===== src/rtl/ysyx22041405_pkg.sv =====
// Shared constants and helpers for the ysyx22041405 NPC core.
package ysyx22041405_pkg;

    localparam int RV32I_NREG = 32;
    localparam int RV32E_NREG = 16;
    localparam int X0_ADDR    = 0;

    // Fallback for flows whose elaborator lacks $clog2.
    function automatic int clog2(input int n);
        int r;
        r = 0;
        while ((1 << r) < n) r++;
        return r;
    endfunction

endpackage


===== src/rtl/ysyx22041405_regfile_sb_if.sv =====
// Register-file bus between IDU/WBU (master) and the regfile with scoreboard (slave).
interface ysyx22041405_regfile_sb_if
    import ysyx22041405_pkg::*;
#(
    parameter int WIDTH = 32,
    parameter int NREG  = RV32I_NREG,
    parameter int NRD   = 2,
    parameter int NWR   = 1,
    parameter int AW    = $clog2(NREG)
);
    logic [NRD*AW-1:0]    raddr;
    logic [NRD*WIDTH-1:0] rdata;
    logic [NRD-1:0]       rready;
    logic [NWR-1:0]       we;
    logic [NWR*AW-1:0]    waddr;
    logic [NWR*WIDTH-1:0] wdata;
    logic                 iss_valid;
    logic [AW-1:0]        iss_rd;
    logic [NREG-1:0]      busy;
    logic [15:0]          wr_cnt;

    modport master (
        output raddr, we, waddr, wdata, iss_valid, iss_rd,
        input  rdata, rready, busy, wr_cnt
    );

    modport slave (
        input  raddr, we, waddr, wdata, iss_valid, iss_rd,
        output rdata, rready, busy, wr_cnt
    );

endinterface


===== src/rtl/ysyx22041405_rf_scoreboard.sv =====
// Per-register busy tracking: issue sets, write-back clears, issue wins a tie.
module ysyx22041405_rf_scoreboard
    import ysyx22041405_pkg::*;
#(
    parameter int NREG = RV32I_NREG,
    parameter int NWR  = 1,
    parameter int AW   = $clog2(NREG)
) (
    input  logic              clk,
    input  logic              rst,
    input  logic [NWR-1:0]    we,
    input  logic [NWR*AW-1:0] waddr,
    input  logic              iss_valid,
    input  logic [AW-1:0]     iss_rd,
    output logic [NREG-1:0]   busy
);
    logic [NREG-1:0] busy_q;
    logic [NREG-1:0] busy_nxt;

    always_comb begin
        busy_nxt = busy_q;
        for (int j = 0; j < NWR; j++)
            if (we[j]) busy_nxt[waddr[j*AW +: AW]] = 1'b0;
        // Applied after the clears so a new producer keeps ownership.
        if (iss_valid) busy_nxt[iss_rd] = 1'b1;
        busy_nxt[X0_ADDR] = 1'b0;
    end

    always_ff @(posedge clk or posedge rst) begin
        if (rst) busy_q <= '0;
        else     busy_q <= busy_nxt;
    end

    assign busy = busy_q;

endmodule


===== src/rtl/ysyx22041405_regfile_sb.sv =====
// Multi-port integer register file with x0 hardwiring, write-to-read bypass and busy scoreboard.
module ysyx22041405_regfile_sb
    import ysyx22041405_pkg::*;
#(
    parameter int WIDTH = 32,
    parameter int NREG  = RV32I_NREG,
    parameter int NRD   = 2,
    parameter int NWR   = 1
) (
    input logic                       clk,
    input logic                       rst,
    ysyx22041405_regfile_sb_if.slave  bus
);
    localparam int AW = $clog2(NREG);

    logic [WIDTH-1:0]     rf [NREG];
    logic [NREG-1:0]      busy;
    logic [15:0]          wr_cnt;
    logic                 any_wr;
    logic [NRD*WIDTH-1:0] rdata;
    logic [NRD-1:0]       rready;

    ysyx22041405_rf_scoreboard #(.NREG(NREG), .NWR(NWR), .AW(AW)) u_sb (
        .clk       (clk),
        .rst       (rst),
        .we        (bus.we),
        .waddr     (bus.waddr),
        .iss_valid (bus.iss_valid),
        .iss_rd    (bus.iss_rd),
        .busy      (busy)
    );

    always_comb begin
        any_wr = 1'b0;
        for (int j = 0; j < NWR; j++)
            if (bus.we[j] && bus.waddr[j*AW +: AW] != AW'(X0_ADDR)) any_wr = 1'b1;
    end

    // Later ports are applied last, so the highest index wins a collision.
    always_ff @(posedge clk or posedge rst) begin
        if (rst) begin
            for (int r = 0; r < NREG; r++) rf[r] <= '0;
            wr_cnt <= '0;
        end else begin
            for (int j = 0; j < NWR; j++)
                if (bus.we[j] && bus.waddr[j*AW +: AW] != AW'(X0_ADDR))
                    rf[bus.waddr[j*AW +: AW]] <= bus.wdata[j*WIDTH +: WIDTH];
            if (any_wr && wr_cnt != 16'hFFFF) wr_cnt <= wr_cnt + 16'd1;
        end
    end

    for (genvar i = 0; i < NRD; i++) begin : g_rd
        logic [AW-1:0]    ra;
        logic             hit;
        logic [WIDTH-1:0] byp;
        logic [WIDTH-1:0] rd;
        logic             rdy;

        assign ra = bus.raddr[i*AW +: AW];

        always_comb begin
            hit = 1'b0;
            byp = '0;
            for (int j = 0; j < NWR; j++)
                if (bus.we[j] && bus.waddr[j*AW +: AW] == ra) begin
                    hit = 1'b1;
                    byp = bus.wdata[j*WIDTH +: WIDTH];
                end
        end

        // A same-cycle write satisfies the operand even if the reg is still marked busy.
        always_comb begin
            rd  = '0;
            rdy = 1'b1;
            if (!rst && ra != AW'(X0_ADDR)) begin
                rd  = hit ? byp : rf[ra];
                rdy = hit || !busy[ra];
            end
        end

        assign rdata[i*WIDTH +: WIDTH] = rd;
        assign rready[i]               = rdy;
    end

    assign bus.rdata  = rdata;
    assign bus.rready = rready;
    assign bus.busy   = busy;
    assign bus.wr_cnt = wr_cnt;

endmodule

===== src/flat_wrapper.sv =====
// flat-port wrapper written by rule: the top's interface ports become plain ports
module ysyx22041405_regfile_sb_flat import ysyx22041405_pkg::*;
#(
    parameter int WIDTH = 32,
    parameter int NREG  = RV32I_NREG,
    parameter int NRD   = 2,
    parameter int NWR   = 1
)
  (clk, rst, bus_raddr, bus_we, bus_waddr, bus_wdata, bus_iss_valid, bus_iss_rd, bus_rdata, bus_rready, bus_busy, bus_wr_cnt);
  ysyx22041405_regfile_sb_if #(.WIDTH(WIDTH), .NREG(NREG), .NRD(NRD), .NWR(NWR)) bus_i ();
  input logic clk;
  input logic rst;
  input wire logic [$bits(bus_i.raddr)-1:0] bus_raddr;
  input wire logic [$bits(bus_i.we)-1:0] bus_we;
  input wire logic [$bits(bus_i.waddr)-1:0] bus_waddr;
  input wire logic [$bits(bus_i.wdata)-1:0] bus_wdata;
  input wire logic [$bits(bus_i.iss_valid)-1:0] bus_iss_valid;
  input wire logic [$bits(bus_i.iss_rd)-1:0] bus_iss_rd;
  output wire logic [$bits(bus_i.rdata)-1:0] bus_rdata;
  output wire logic [$bits(bus_i.rready)-1:0] bus_rready;
  output wire logic [$bits(bus_i.busy)-1:0] bus_busy;
  output wire logic [$bits(bus_i.wr_cnt)-1:0] bus_wr_cnt;
  assign bus_i.raddr = bus_raddr;
  assign bus_i.we = bus_we;
  assign bus_i.waddr = bus_waddr;
  assign bus_i.wdata = bus_wdata;
  assign bus_i.iss_valid = bus_iss_valid;
  assign bus_i.iss_rd = bus_iss_rd;
  assign bus_rdata = bus_i.rdata;
  assign bus_rready = bus_i.rready;
  assign bus_busy = bus_i.busy;
  assign bus_wr_cnt = bus_i.wr_cnt;
  ysyx22041405_regfile_sb #(.WIDTH(WIDTH), .NREG(NREG), .NRD(NRD), .NWR(NWR)) u_core (.clk(clk), .rst(rst), .bus(bus_i));
endmodule

===== config.mk =====
export PLATFORM = sky130hd
export DESIGN_NAME = ysyx22041405_regfile_sb_flat
export DESIGN_NICKNAME = d
export VERILOG_FILES = /design/src/rtl/ysyx22041405_pkg.sv /design/src/rtl/ysyx22041405_regfile_sb_if.sv /design/src/rtl/ysyx22041405_rf_scoreboard.sv /design/src/rtl/ysyx22041405_regfile_sb.sv /design/src/flat_wrapper.sv
export SDC_FILE = /design/constraint.sdc
export NUM_CORES = 2
export LEC_CHECK = 0
export CORE_MARGIN = 2
export CORE_UTILIZATION = 50
export CTS_CLUSTER_SIZE = 30
export DETAILED_ROUTE_END_ITERATION = 10
export GPL_TIMING_DRIVEN = 0
export PLACE_DENSITY = 0.75
export SYNTH_ARGS = -nofsm -noshare
export SYNTH_HDL_FRONTEND = slang
export SYNTH_SLANG_ARGS = --single-unit

===== constraint.sdc =====
create_clock -name clk -period 78.4 [get_ports clk]
set_input_delay 7.84 -clock clk [delete_from_list [all_inputs] [get_ports clk]]
set_output_delay 7.84 -clock clk [all_outputs]
set_load 0.1 [all_outputs]

; After elaboration in Yosys (flattened, before gate mapping)
; Index checks and enable logic that the tools add are counted.
[classes]
add_sub_neg = 1
n_lt_le_gt_ge = 10
n_eq_ne = 3
mux = 30
bitwise = 6
reduce_logical = 17
[op_table]
columns = op, n
row1 = $bwmux 1024, 1
row2 = $mux 32, 13
row3 = $bmux 32 s5, 2
row4 = $demux 32 s5, 1
row5 = $and 32x32->32, 1
row6 = $not 32->32, 1
row7 = $or 32x32->32, 1
row8 = $lt 5x6->1 const B, 4
row9 = $ge 6x6->1 const B, 3
row10 = $not 5->6, 3
row11 = $add 16x1->16 const B, 1
row12 = $ne 16x16->1 const B, 1
row13 = $reduce_bool 5->1, 3
row14 = $bmux 1 s5, 2
row15 = $demux 1 s5, 2
row16 = $eq 5x5->1, 2
row17 = $ge 5x1->1 const B, 2
row18 = $logic_and 1x1->1, 9
row19 = $mux 1, 9
row20 = $lt 6x1->1 const B, 1
row21 = $logic_not 1->1, 3
row22 = $logic_or 1x1->1, 2
[word_totals]
ff_bits = 1071
in_bits = 56
word_cells = 101

; Logic depth before layout (Yosys ltp)
[logic_depth]
depth_word = 9
depth_mapped = 10
ltp_nobuf = 6

; Modules after synthesis
; Synthesis repeated with hierarchy kept, for this count alone.
[unflattened]
cells_unflattened = 3987
hier_area_um2 = 57752.9
[by_module_without_submodules]
columns = module, instances, cells_per_inst, area_each_um2, seq_area_each_um2
row1 = ysyx22041405_regfile_sb, 1, 3866, 56460.4, 26025.0
row2 = ysyx22041405_rf_scoreboard, 1, 121, 1292.5, 775.7

; Worst setup path after synthesis
; Ideal clock, no wire load.
[synth_timing]
path_type = input port to output port
start = input rst
end = output bus_rdata[30]
arrival_ns = 34.055
path_slack_ns = 36.505
stages = 3
n_path_buf = 0
cell_sequence = inv_1 > o21ai_2 > a211oi_1
[synth_between]
elab_chain_len = 3
[synth_lines]
columns = element, line
row1 = "start, declared", flat_wrapper.sv:12  ; input logic rst;
row2 = $logic_not 1->1 (no source line), -
row3 = $logic_and 1x1->1, ysyx22041405_regfile_sb.sv:75  ; if (!rst && ra != AW'(X0_ADDR)) begin
row4 = $mux 32, ysyx22041405_regfile_sb.sv:75
row5 = "end, declared", flat_wrapper.sv:19  ; output wire logic [$bits(bus_i.rdata)-1:0] bus_rdata;
; Every way passes these cells.

; Worst setup path after layout
[layout_timing]
start = input bus_raddr[1]
end = output bus_rready[0]
[layout_between]
elab_chain_len = 5
[layout_lines]
columns = element, line
row1 = "start, declared", flat_wrapper.sv:13  ; input wire logic [$bits(bus_i.raddr)-1:0] bus_raddr;
row2 = $bmux 1 s5 or $eq 5x5->1 (tied branches), "ysyx22041405_regfile_sb.sv:77, ysyx22041405_regfile_sb.sv:65"
row3 = $mux 1 (implied by the code) or $logic_and 1x1->1 (tied branches), "ysyx22041405_regfile_sb.sv:77, ysyx22041405_regfile_sb.sv:65"
row4 = $logic_not 1->1 or $mux 1 (tied branches), "ysyx22041405_regfile_sb.sv:77, ysyx22041405_regfile_sb.sv:65"
row5 = $logic_or 1x1->1, ysyx22041405_regfile_sb.sv:77  ; rdy = hit || !busy[ra];
row6 = $mux 1 (*), ysyx22041405_regfile_sb.sv:75
row7 = "end, declared", flat_wrapper.sv:20  ; output wire logic [$bits(bus_i.rready)-1:0] bus_rready;
; Every way passes the cells marked *; elsewhere a longest branch is shown, timed or not. The select of a mux whose other input is x is not followed.

==> impl_metrics.py <==
metrics = {
    "clock_network": {
        "post_cts_buffers": 0,
        "clk_path_buf_depth": 3,
        "cts_resized": 0,
        "cts_htree_levels": 3,
        "root_buffer": "clkbuf_16",
        "clk-insertion-delay-late_ps": 720,
        "hold_buffers": 0,
        "cts_buffers": 113,
        "cts_tree": "done",
        "cts.reportedPaths.clkPinSlew_ps": 60,
        "cts_sinks": 1071,
    },
    "sta": {
        "rsz0062_at_grt": "no",
        "setup_tns_ps": 0,
        "timing.final.ws_setup_ps": 57800,
        "skew_ps": 4.10,
        "worst_pin_slew_ps": 1450,
        "hold_viol": 0,
        "finalSetupViolations": 0,
        "max_slew_margin_pct": 3.04,
        "finalCritPeriodShare_pct": 26.3,
        "slew_viol_final": 0,
        "fmax_ghz": 0.0485,
        "period_minus_slack_ps": 20600,
    },
    "critical_path": {
        "timing_worst_setup_path_type": "input pin to output pin",
        "cp-start-kind": "input pin",
        "path_buf_inv": 7,
        "critPathSlowestCell": "clkdlybuf4s50_1",
        "cp.required_ps": 70560,
        "crit_path_end_kind": "output pin",
        "crit_chain": "clkdlybuf4s50_1 -> buf_6 -> buf_8 -> buf_6 -> buf_2 -> mux4_2 -> and3_1 -> o41ai_1 -> buf_4 -> clkdlybuf4s50_1",
        "cp_slowest_stage_delay_ps": 1120,
        "r2r-start": "u_core.bus.wr_cnt[4]",
        "crit_fanout": 10,
        "crit_family": "buffers and inverters",
        "worst_ep_arrival_time_ps": 12760,
        "startpoint": "bus_raddr[1]",
    },
    "routing": {
        "wl_per_cell_um": 36.4,
        "detail-route-antenna-nets": 0,
        "vias": 41300,
        "drtIter0Drc": 5569,
        "drc_errors": 0,
        "first_pass_iters": 6,
        "drt_wl_total_um": 210000,
        "via_per_inst": 7.16,
    },
    "logic_synthesis": {
        "synthFlopType": "dfrtp_1",
        "yosysMostFrequentCell": "dfrtp_1",
        "seq_area_frac_synth_pct": 46.4,
        "synth_top_area_cell": "dfrtp_1",
        "synthTopCellsByArea": "dfrtp_1, mux2_2, mux4_2",
        "yosysUniqueCellTypes": 60,
        "ys_ff_latch": 1071,
        "postSynthCellCount": 3874,
        "synth_warnings": 0,
        "async_reset_ff_share_pct": 100,
        "synth_fp_nets": 3931,
        "netlist_top_cells_count": "dfrtp_1, mux2_2, mux4_2",
        "synth_edf_count": 0,
        "synth_area_um2": 57700,
        "synth_top_area_share_pct": 46.4,
        "syn_area_per_cell_um2": 14.9,
    },
    "finish": {
        "nets": 4214,
        "nFillCells": 8971,
        "layoutNonFillerInstCount": 5766,
        "area_growth_pct": 13.8,
        "regArea_um2": 26800,
        "layout-drive-gt1-share_pct": 44.4,
        "multiInputGateArea_um2": 28600,
    },
    "pwr": {
        "p_int_uw": 1240,
        "p_per_area_nw_per_um2": 27.1,
        "p_clk_share_pct": 34.3,
        "max-vdd-ir-drop_uv": 21.3,
        "p_sw_uw": 542,
        "power_frac_comb_pct": 24.0,
        "switching_share_pct": 30.5,
        "total_leakage_power_uw": 0.0284,
        "seq_power_share_pct": 41.7,
    },
    "floorplanning": {
        "start_util_pct": 50.4,
        "dieHeight_um": 344,
        "io_pins": 170,
        "core_area_um2": 115000,
        "die_x_um": 344,
        "dieArea_um2": 118000,
        "rows": 124,
    },
    "global_route": {
        "grt_pass1_wl_um": 298000,
        "grt_overflow_total": 0,
        "grt_use_total_pct": 35.6,
        "antenna_found_initial": 4,
        "grt_max_degree": 130,
        "grt_pass1_vias": 41700,
    },
    "placement": {
        "gp_congestion": 1.01,
        "place_hpwl_um": 142000,
        "port-buffer-count": 157,
        "dp_cells": 5554,
        "post-place-ws_ps": 58090,
    },
    "min_path": {
        "hold_path_startpoint": "u_core.rf[1007]",
        "min_path_type": "flop to flop",
    },
    "run_status": {
        "status": "complete, no violations",
    },
    "job": {
        "max_cap_violations": 0,
    },
}
placed cells by master (no fill, tap or decap), types with 31 or more instances in the layout:
master / count
buf_2: 128
a21oi_1: 38
a22o_1: 45
clkbuf_16: 115
a211o_1: 31
clkbuf_1: 201
buf_4: 46
clkdlybuf4s50_1: 157
nand3_1: 38
a221oi_1: 61
dfrtp_1: 1071
clkbuf_8: 33
nor2_1: 32
o21ai_0: 34
nand2_1: 34
a211oi_1: 62
o21bai_1: 31
a22oi_1: 93
mux2i_1: 199
nor2b_1: 36
mux4_2: 463
mux2_2: 987
o22ai_1: 31
buf_1: 46
metrics by stage:
| step | util (%) | hold slack, ps | cell area, um2 | power (uW) |
|---|---|---|---|---|
| 3_5_place_dp | 53.7 | 468 | 61500 | 1170 |
| 4_1_cts | 57.4 | 484 | 65700 | 1770 |
| 2_1_floorplan | - | 441 | 57700 | 1050 |
| 5_1_grt | 57.4 | 502 | 65700 | 1830 |
| 6_report | 57.4 | 485 | 65700 | 1780 |
| 3_3_place_gp | 53.4 | 460 | 61200 | 1150 |
layer usage:
| metal | track usage, % | wire length, um | vias up |
|---|---|---|---|
| li1 | - | - | 15700 |
| met1 | 44.3 | 75100 | 21600 |
| met2 | 51.7 | 91400 | 3120 |
| met3 | 14.6 | 28000 | 828 |
| met4 | 22.0 | 15300 | 14 |
| met5 | 1.12 | 288 | - |
path summary, 6_finish.rpt:
kind | endpoint | slack, ps | cells after the start
worst max-delay path | bus_rready[0] | 57800 | 10
worst min-delay path | u_core.rf[1007] | 480 | 1
worst max register to register | u_core.bus.wr_cnt[1] | 76210 | 4
worst min register to register | u_core.rf[1007] | 480 | 1
max in group asynchronous | u_core.rf[303] | 67940 | 7
min in group asynchronous | u_core.rf[29] | 7620 | 2
worst register-to-register path, cell delays in order, from the launching register on:
cell	delay (ps)
dfrtp_1	470
and4_1	250
nand4_1	160
o31ai_2	790
mux2_2	410
state kept, by name, summed over array words and instances (netlist names):
| register | cells |
|---|---|
| u_core.rf | 1024 |
| u_core.u_sb.busy | 31 |
| u_core.bus.wr_cnt | 16 |
power groups by stage:
stage                     clock, uW  combinational (uW)  sequential [uW]
after global placement            0                 410              742
final                           609                 427              743
after global routing            631                 444              753
after floorplan                   0                 286              761
after CTS                       608                 422              737
after detailed placement          0                 419              746
cell families after synthesis:
group | after synthesis | synth area share, %
buffers and inverters | 451 | 4.07
AND/OR/NAND/NOR | 197 | 1.83
other | 1 | 0.00650
flip-flops | 1071 | 46.4
AO/OA/AOI/OAI | 466 | 6.11
XOR/XNOR | 25 | 0.379
adder cells (fa/ha/maj) | 1 | 0.0217
multiplexers | 1662 | 41.2
cell type report:
| type | instances | area share [%] |
|---|---|---|
| Multi-Input combinational cell | 2352 | 43.5 |
| Sequential cell | 1071 | 40.8 |
| Tap cell | 1512 | 2.88 |
| Buffer | 447 | 3.55 |
| Clock buffer | 160 | 5.14 |
| Clock inverter | 50 | 1.27 |
| Timing Repair Buffer | 168 | 2.83 |
| Inverter | 4 | 0.0343 |
| Antenna cell | 2 | 0.00762 |
Note: power is estimated with default switching activity, not from simulation.
